==> config.mk <==
export PLATFORM = sky130hd
export DESIGN_NAME = param_serializer_flat
export DESIGN_NICKNAME = d
export VERILOG_FILES = /design/src/rtl/serializer_pkg.sv /design/src/rtl/param_serializer_if.sv /design/src/rtl/param_serializer.sv /design/src/flat_wrapper.sv
export SDC_FILE = /design/constraint.sdc
export NUM_CORES = 1
export LEC_CHECK = 0
export BUFFER_PORTS_ARGS = -buffer_cell sky130_fd_sc_hd__buf_4
export CAP_MARGIN = 20
export CORE_ASPECT_RATIO = 1.2
export CORE_MARGIN = 2
export CORE_UTILIZATION = 35
export DETAILED_ROUTE_END_ITERATION = 8
export MAX_ROUTING_LAYER = met4
export PLACE_DENSITY = 0.59
export SLEW_MARGIN = 20
export SYNTH_ARGS = -nofsm -noshare
export SYNTH_HDL_FRONTEND = slang
export SYNTH_SLANG_ARGS = --single-unit
==> constraint.sdc <==
create_clock -name CLK -period 3.8 [get_ports CLK]
set_input_delay 0.57 -clock CLK [delete_from_list [all_inputs] [get_ports CLK]]
set_output_delay 0.57 -clock CLK [all_outputs]
set_load 0.1 [all_outputs]
==> src/rtl/serializer_pkg.sv <==
// Shared types and helpers for the parametrised serializer.
// State encoding and the effective frame-length rule.
package serializer_pkg;

  typedef enum logic {
    ST_IDLE  = 1'b0,
    ST_SHIFT = 1'b1
  } ser_state_e;

  // 0 or anything past the word width means a full-width frame
  function automatic logic [31:0] eff_len(
    input logic [31:0] len,
    input logic [31:0] dw
  );
    if (len == 32'd0 || len > dw) return dw;
    return len;
  endfunction

endpackage

==> src/rtl/param_serializer_if.sv <==
// Load/serial bundle between the TX FSM and the serializer.
// master = word source, slave = serializer.
interface param_serializer_if #(
  parameter int DATA_WIDTH = 8,
  parameter int CNT_W      = $clog2(DATA_WIDTH + 1)
);
  import serializer_pkg::*;

  logic [DATA_WIDTH-1:0] p_data;
  logic                  ser_en;
  logic                  msb_first;
  logic [CNT_W-1:0]      frame_len;
  logic                  ser_tick;
  logic                  ser_data;
  logic                  ser_done;
  logic                  busy;
  logic                  ser_ready;

  modport master (
    output p_data, ser_en, msb_first,
    output frame_len, ser_tick,
    input  ser_data, ser_done, busy,
    input  ser_ready
  );

  modport slave (
    input  p_data, ser_en, msb_first,
    input  frame_len, ser_tick,
    output ser_data, ser_done, busy,
    output ser_ready
  );

endinterface

==> src/rtl/param_serializer.sv <==
// Parallel-to-serial converter, variable length and bit order.
// One shift register serves both orders (right for LSB, left for MSB).
module param_serializer
  import serializer_pkg::*;
#(
  parameter int DATA_WIDTH = 8,
  parameter int CNT_W      = $clog2(DATA_WIDTH + 1)
) (
  input  logic CLK,
  input  logic RST,
  param_serializer_if.slave bus
);

  localparam logic [CNT_W-1:0] DW_C = CNT_W'(DATA_WIDTH);

  ser_state_e            state_q, state_d;
  logic [CNT_W-1:0]      cnt_q, cnt_d;
  logic [CNT_W-1:0]      len_q, len_d;
  logic                  ord_q, ord_d;
  logic [DATA_WIDTH-1:0] sr_q, sr_d;
  logic                  data_q, data_d;
  logic                  done_q, done_d;
  logic                  busy_q, busy_d;

  logic [CNT_W-1:0]      eff;
  logic [CNT_W-1:0]      shamt;
  logic [DATA_WIDTH-1:0] aligned;
  logic                  last;
  logic                  ready;
  logic                  load;
  logic                  finish;
  logic                  adv;

  assign eff = CNT_W'(eff_len(32'(bus.frame_len),
                              32'(DATA_WIDTH)));
  assign shamt = DW_C - eff;
  // MSB-first: word left-aligned to len so bit len-1 sits on top
  assign aligned = bus.p_data << shamt;

  assign last = (state_q == ST_SHIFT) &&
                (cnt_q == len_q) && bus.ser_tick;
  assign ready = (state_q == ST_IDLE) || last;
  assign load = bus.ser_en && ready;
  assign finish = last && !bus.ser_en;
  assign adv = (state_q == ST_SHIFT) &&
               (cnt_q != len_q) && bus.ser_tick;

  always_comb begin
    state_d = state_q;
    cnt_d   = cnt_q;
    len_d   = len_q;
    ord_d   = ord_q;
    sr_d    = sr_q;
    data_d  = data_q;
    busy_d  = busy_q;
    done_d  = last;
    unique case (1'b1)
      load: begin
        state_d = ST_SHIFT;
        busy_d  = 1'b1;
        cnt_d   = CNT_W'(1);
        len_d   = eff;
        ord_d   = bus.msb_first;
        if (bus.msb_first) begin
          data_d = aligned[DATA_WIDTH-1];
          sr_d   = aligned << 1;
        end else begin
          data_d = bus.p_data[0];
          sr_d   = bus.p_data >> 1;
        end
      end
      finish: begin
        state_d = ST_IDLE;
        busy_d  = 1'b0;
        data_d  = 1'b0;
        cnt_d   = '0;
      end
      adv: begin
        cnt_d = cnt_q + CNT_W'(1);
        if (ord_q) begin
          data_d = sr_q[DATA_WIDTH-1];
          sr_d   = sr_q << 1;
        end else begin
          data_d = sr_q[0];
          sr_d   = sr_q >> 1;
        end
      end
      default: ;
    endcase
  end

  always_ff @(posedge CLK or negedge RST) begin
    if (!RST) begin
      state_q <= ST_IDLE;
      cnt_q   <= '0;
      len_q   <= '0;
      ord_q   <= 1'b0;
      sr_q    <= '0;
      data_q  <= 1'b0;
      done_q  <= 1'b0;
      busy_q  <= 1'b0;
    end else begin
      state_q <= state_d;
      cnt_q   <= cnt_d;
      len_q   <= len_d;
      ord_q   <= ord_d;
      sr_q    <= sr_d;
      data_q  <= data_d;
      done_q  <= done_d;
      busy_q  <= busy_d;
    end
  end

  assign bus.ser_data  = data_q;
  assign bus.ser_done  = done_q;
  assign bus.busy      = busy_q;
  assign bus.ser_ready = ready;

endmodule

==> src/flat_wrapper.sv <==
// flat-port wrapper written by rule: the top's interface ports become plain ports
module param_serializer_flat import serializer_pkg::*;
#(
  parameter int DATA_WIDTH = 8,
  parameter int CNT_W      = $clog2(DATA_WIDTH + 1)
)
  (CLK, RST, bus_p_data, bus_ser_en, bus_msb_first, bus_frame_len, bus_ser_tick, bus_ser_data, bus_ser_done, bus_busy, bus_ser_ready);
  param_serializer_if #(.DATA_WIDTH(DATA_WIDTH), .CNT_W(CNT_W)) bus_i ();
  input  logic CLK;
  input  logic RST;
  input wire logic [$bits(bus_i.p_data)-1:0] bus_p_data;
  input wire logic [$bits(bus_i.ser_en)-1:0] bus_ser_en;
  input wire logic [$bits(bus_i.msb_first)-1:0] bus_msb_first;
  input wire logic [$bits(bus_i.frame_len)-1:0] bus_frame_len;
  input wire logic [$bits(bus_i.ser_tick)-1:0] bus_ser_tick;
  output wire logic [$bits(bus_i.ser_data)-1:0] bus_ser_data;
  output wire logic [$bits(bus_i.ser_done)-1:0] bus_ser_done;
  output wire logic [$bits(bus_i.busy)-1:0] bus_busy;
  output wire logic [$bits(bus_i.ser_ready)-1:0] bus_ser_ready;
  assign bus_i.p_data = bus_p_data;
  assign bus_i.ser_en = bus_ser_en;
  assign bus_i.msb_first = bus_msb_first;
  assign bus_i.frame_len = bus_frame_len;
  assign bus_i.ser_tick = bus_ser_tick;
  assign bus_ser_data = bus_i.ser_data;
  assign bus_ser_done = bus_i.ser_done;
  assign bus_busy = bus_i.busy;
  assign bus_ser_ready = bus_i.ser_ready;
  param_serializer #(.DATA_WIDTH(DATA_WIDTH), .CNT_W(CNT_W)) u_core (.CLK(CLK), .RST(RST), .bus(bus_i));
endmodule
# Yosys cells after proc, flatten, opt, wreduce, memory -nomap -nowiden
# Index checks and enable logic that the tools add are counted.
# totals
ff_bits	20
output_inout_bits	4
elab_cells	38
# classes
n_addsub	2
n_lt_le_gt_ge	1
n_eq_ne	2
n_shift	1
n_mux	11
n_bitwise	1
n_reduce_logical	13
# op_table
operator	count
$mux W8	2
$pmux W8 S2	1
$pmux W4 S3	1
$mux W4	2
$shl A8 B4 Y8	1
$logic_and A1 B1 Y1	6
$add A4 B1 Y4 const B	1
$eq A4 B4 Y1	1
$gt A4 B4 Y1 const B	1
$logic_not A4 Y1	1
$ne A4 B4 Y1	1
$reduce_bool A2 Y1	2
$sub A4 B4 Y4 const A	1
$mux W1	3
$pmux W1 S3	1
$reduce_bool A3 Y1	1
$logic_or A1 B1 Y1	2
$pmux W1 S2	1
$logic_not A1 Y1	1
$not A1 Y1	1

# Depth between registers and ports, before layout
# depth
depth_word	8
ltp_mapped	11
mapped_depth_nobuf	8

# Worst setup path after synthesis
# Ideal clock, no wire load.
# synth_path
path_kind	reg-to-reg
startpoint	reg u_core.state_q
endpoint	reg u_core.sr_q[7]
setup_time_ns	0.148
t_arrival_ns	2.797
required_ns	3.652
slack_ns	0.854
path_stages_with_launch	7
n_path_buf	1
path_cell_list	dfrtp_1 -> nand2_1 -> o21ai_2 -> nand2_1 -> buf_2 -> a221oi_2 -> a311oi_1
# synth_between
elab_chain_len	5
# synth_rtl
element	line_no	rtl
start, declared	param_serializer.sv:16	ser_state_e state_q, state_d;
start signal, assigned	param_serializer.sv:103	state_q <= state_d;
$logic_and A1 B1 Y1	param_serializer.sv:40	assign last = (state_q == ST_SHIFT) &&
$logic_and A1 B1 Y1	param_serializer.sv:41	(cnt_q == len_q) && bus.ser_tick;
$logic_or A1 B1 Y1 (*)	param_serializer.sv:42	assign ready = (state_q == ST_IDLE) || last;
via bus_ser_ready	flat_wrapper.sv:19	output wire logic [$bits(bus_i.ser_ready)-1:0] bus_ser_ready;
$logic_and A1 B1 Y1 (*)	param_serializer.sv:43	assign load = bus.ser_en && ready;
$pmux W8 S2 / $reduce_bool A2 Y1 (equally long branches)	-	
end signal, assigned	param_serializer.sv:107	sr_q <= sr_d;
end, declared	param_serializer.sv:20	logic [DATA_WIDTH-1:0] sr_q, sr_d;
# Mark *: on every way through the listed nets, which the timed path passes. The rest lies on a longest branch.
# A chain may end at the register's enable or synchronous reset.

# Final worst setup path
# layout_path
startpoint	in bus_frame_len[3]
endpoint	reg u_core.sr_q[4]
# layout_between
elab_chain_len	8
# layout_rtl
element	line_no	rtl
start, declared	flat_wrapper.sv:14	input wire logic [$bits(bus_i.frame_len)-1:0] bus_frame_len;
$gt A4 B4 Y1 / $logic_not A4 Y1 (equally long branches)	serializer_pkg.sv:15	if (len == 32'd0 || len > dw) return dw;
$logic_or A1 B1 Y1	serializer_pkg.sv:15	
$mux W1	serializer_pkg.sv:15	
$mux W4 (*)	serializer_pkg.sv:16	return len;
$sub A4 B4 Y4 (*)	param_serializer.sv:36	assign shamt = DW_C - eff;
$shl A8 B4 Y8 (*)	param_serializer.sv:38	assign aligned = bus.p_data << shamt;
$mux W8 (*)	param_serializer.sv:64	if (bus.msb_first) begin
$pmux W8 S2 (*)	param_serializer.sv:57	unique case (1'b1)
# Every way passes the cells marked *; elsewhere a longest branch is shown, timed or not.

==> reports/metrics.cfg <==
[yosys]
yosysSeqAreaShare_pct=34.7
synthTopCellsByArea=dfrtp_1 (35%), mux2i_1 (9.0%), nand2_1 (5.7%), a21oi_1 (4.5%), mux2_2 (3.9%)
ys_ff_latch=20
yosysTopAreaCell=dfrtp_1
syn_nets=183
synthCells=164
synth_top_area_share_pct=34.7
syn_area_mm2=0.00144
synth.distinct_cells=44
yosys_warnings=0
synth.avg_cell_area_um2=8.80

[setup_path]
cp.arrival_ns=2.74
crit_fanout=14
worstSetupStartpointType=input pin
cp.required_ns=3.92
cp-end-kind=register
critPathKind=input pin to register
r2r_slack_ns=1.87

[clocking]
post_cts_buffers=0
postCtsHoldBufs=0
clk_pin_slew_ns=0.07
cts_buffer_depth=2
cts.sinks=20
cts_resized=0
cts_buffers=3
htree_levels=1
clockRootBuffer=clkbuf_8
worst_skew_pair.late_latency_ns=0.25
cts_tree=built

[sta]
post-route-period-util_pct=68.9
slew_viol_final=0
max_clock_freq_ghz=0.382
worst_pin_slew_ns=0.701
setup_viol=0
rsz0062_at_grt=false
finClkSkew_ns=0.00178
hold_violations=0
min_period_ns=2.62
slew-limit-headroom_pct=53.0
tns_ns=0
whs_ns=0.185

[run_status]
outcome=finished clean

[floorplan]
pin_count=21
num_rows=25
dieArea_mm2=0.00466
die_x_um=62.6
die_y_um=74.4
initial_utilization_pct=36.6
coreArea_mm2=0.00394

[power]
p_per_area_mw_per_mm2=692
clockPowerShare_pct=12.1
vdd_drop_max_mv=0.181
p_seq_share_pct=35.8
switching_share_pct=47.0
p_sw_mw=0.536
p_total_mw=1.14
power_frac_comb_pct=52.1
leakage_nw=0.737
p_int_mw=0.604

[hold_path]
min_path_type=input pin to async pin

[routing]
drtPass1Iterations=4
drc=0
routed-via-count=1277
top_layer=met4
first_iter_violations=85
ant_nets=0
wl_met2_um=1550
wl_met1_um=1590
routed_wl_um=3330
route.met3.wl_um=142
wl_per_cell_um=14.3
drt-vias-per-instance=5.50

[global_route]
grt_first_pass_wirelength_um=5740
grt_overflow=0
grt_usage_pct=15.8
grt_pass1_vias=1211
grt_antenna_before_repair=0
grt_max_degree=21

[place]
place.gp.congestion=0.887
io_buffers=20
dp_hpwl_um=2590
dp.cells=229

[final_layout]
fillers=420
final_cells=232
drive_gt1_share_pct=19.1
area_growth_pct=14.1
diodes=0
nets=199

[job]
cap_violations=0

[worst paths after layout]
kind,from,endpoint,cells after the start
worst max-delay path,bus_frame_len[3],u_core.sr_q[4]$_DFFE_PN0P_,8
worst min-delay path,RST,u_core.cnt_q[0]$_DFFE_PN0P_,1
worst max register to register,u_core.cnt_q[0]$_DFFE_PN0P_,u_core.sr_q[7]$_DFFE_PN0P_,6
worst min register to register,u_core.len_q[2]$_DFFE_PN0P_,u_core.len_q[2]$_DFFE_PN0P_,2
max in group asynchronous,RST,u_core.sr_q[6]$_DFFE_PN0P_,1
min in group CLK,u_core.len_q[2]$_DFFE_PN0P_,u_core.len_q[2]$_DFFE_PN0P_,2
[cell usage in the layout, fill, tap and decap left out, drive strengths merged]
cell type / instances
nand2: 22
buf: 20
dfrtp: 20
a21oi: 13
mux2i: 13
o21ai: 12
nor2: 10
inv: 7
nand3: 7
mux2: 6
xnor2: 5
o211ai: 3
nor3b: 3
o221ai: 3
nor3: 3
clkbuf: 3
nand4: 3
nand2b: 2
a211oi: 2
o2bb2ai: 2
ha: 2
a221oi: 2
a21boi: 1
a22o: 1
nor2b: 1
xor2: 1
clkinv: 1
a32oi: 1
a311o: 1
a41oi: 1
o2111ai: 1
o22ai: 1
a31oi: 1
a311oi: 1
and2: 1
a22oi: 1
nor4: 1
[flip-flops by register name, summed over array words and instances (netlist names)]
signal               count
u_core.len_q             4
u_core.bus.ser_done      1
u_core.sr_q              8
u_core.state_q           1
u_core.cnt_q             4
u_core.bus.ser_data      1
u_core.ord_q             1
[power groups by stage]
stage          registers, mW  logic [mW]  clock network [mW]
2_1_floorplan          0.456       0.422                   0
4_1_cts                0.408       0.600               0.142
3_3_place_gp           0.408       0.592                   0
6_report               0.408       0.594               0.139
5_1_grt                0.426       0.653               0.148
3_5_place_dp           0.411       0.599                   0
[cell families after synthesis]
kind of cell / after synthesis / synth area share [%]
mux: 19 / 14.0
buf+inv: 17 / 5.89
simple gates: 53 / 17.8
xor+xnor: 6 / 4.16
fa+ha+maj: 2 / 1.73
flops: 20 / 34.7
compound gates: 47 / 21.8
[critical path, cell delays in order]
cell and delay, ns:
buf_4 0.14, nand2b_1 0.40, ha_1 0.61, mux2_2 0.38
o21ai_0 0.22, o2bb2ai_1 0.10, a221oi_1 0.24, a21oi_1 0.07
[cell usage after synthesis, drive strengths merged]
cell	instances
nor3b	3
a21boi	1
a311o	1
nand4	3
o211ai	3
a21oi	13
nand3	7
nand2b	2
a221oi	2
and2	1
a32oi	1
nand2	22
a311oi	1
nor4	1
a22o	1
mux2i	13
o2bb2ai	2
o221ai	3
o22ai	1
nor2b	1
mux2	6
clkinv	1
clkbuf	2
o2111ai	1
nor3	3
dfrtp	20
a41oi	1
a31oi	1
inv	7
a22oi	1
xor2	1
nor2	10
buf	7
a211oi	2
o21ai	12
ha	2
xnor2	5
[final cells by class]
class / count / area, um2 / area share [%]
clock buffer: 3 / 41.3 / 2.51
multi-input combinational: 127 / 858 / 52.1
tap: 54 / 67.6 / 4.10
timing repair buffer: 20 / 150 / 9.11
sequential: 20 / 500 / 30.4
inverter: 8 / 30.0 / 1.82
[metal layers]
metal,up-vias,GRT usage [%]
met2,32,27.5
met4,0,5.43
met3,4,2.42
met1,613,18.8
met5,-,-
li1,628,-
[through the flow]
stage	utilization (%)	setup WS (ns)	cell area [um2]
finish	41.8	1.18	1650
global route	41.8	0.961	1650
CTS	41.8	1.18	1650
global placement	40.8	0.989	1610
floorplan	-	0.854	1440
detailed placement	40.8	0.893	1610
Note: power is estimated with default switching activity, not from simulation.
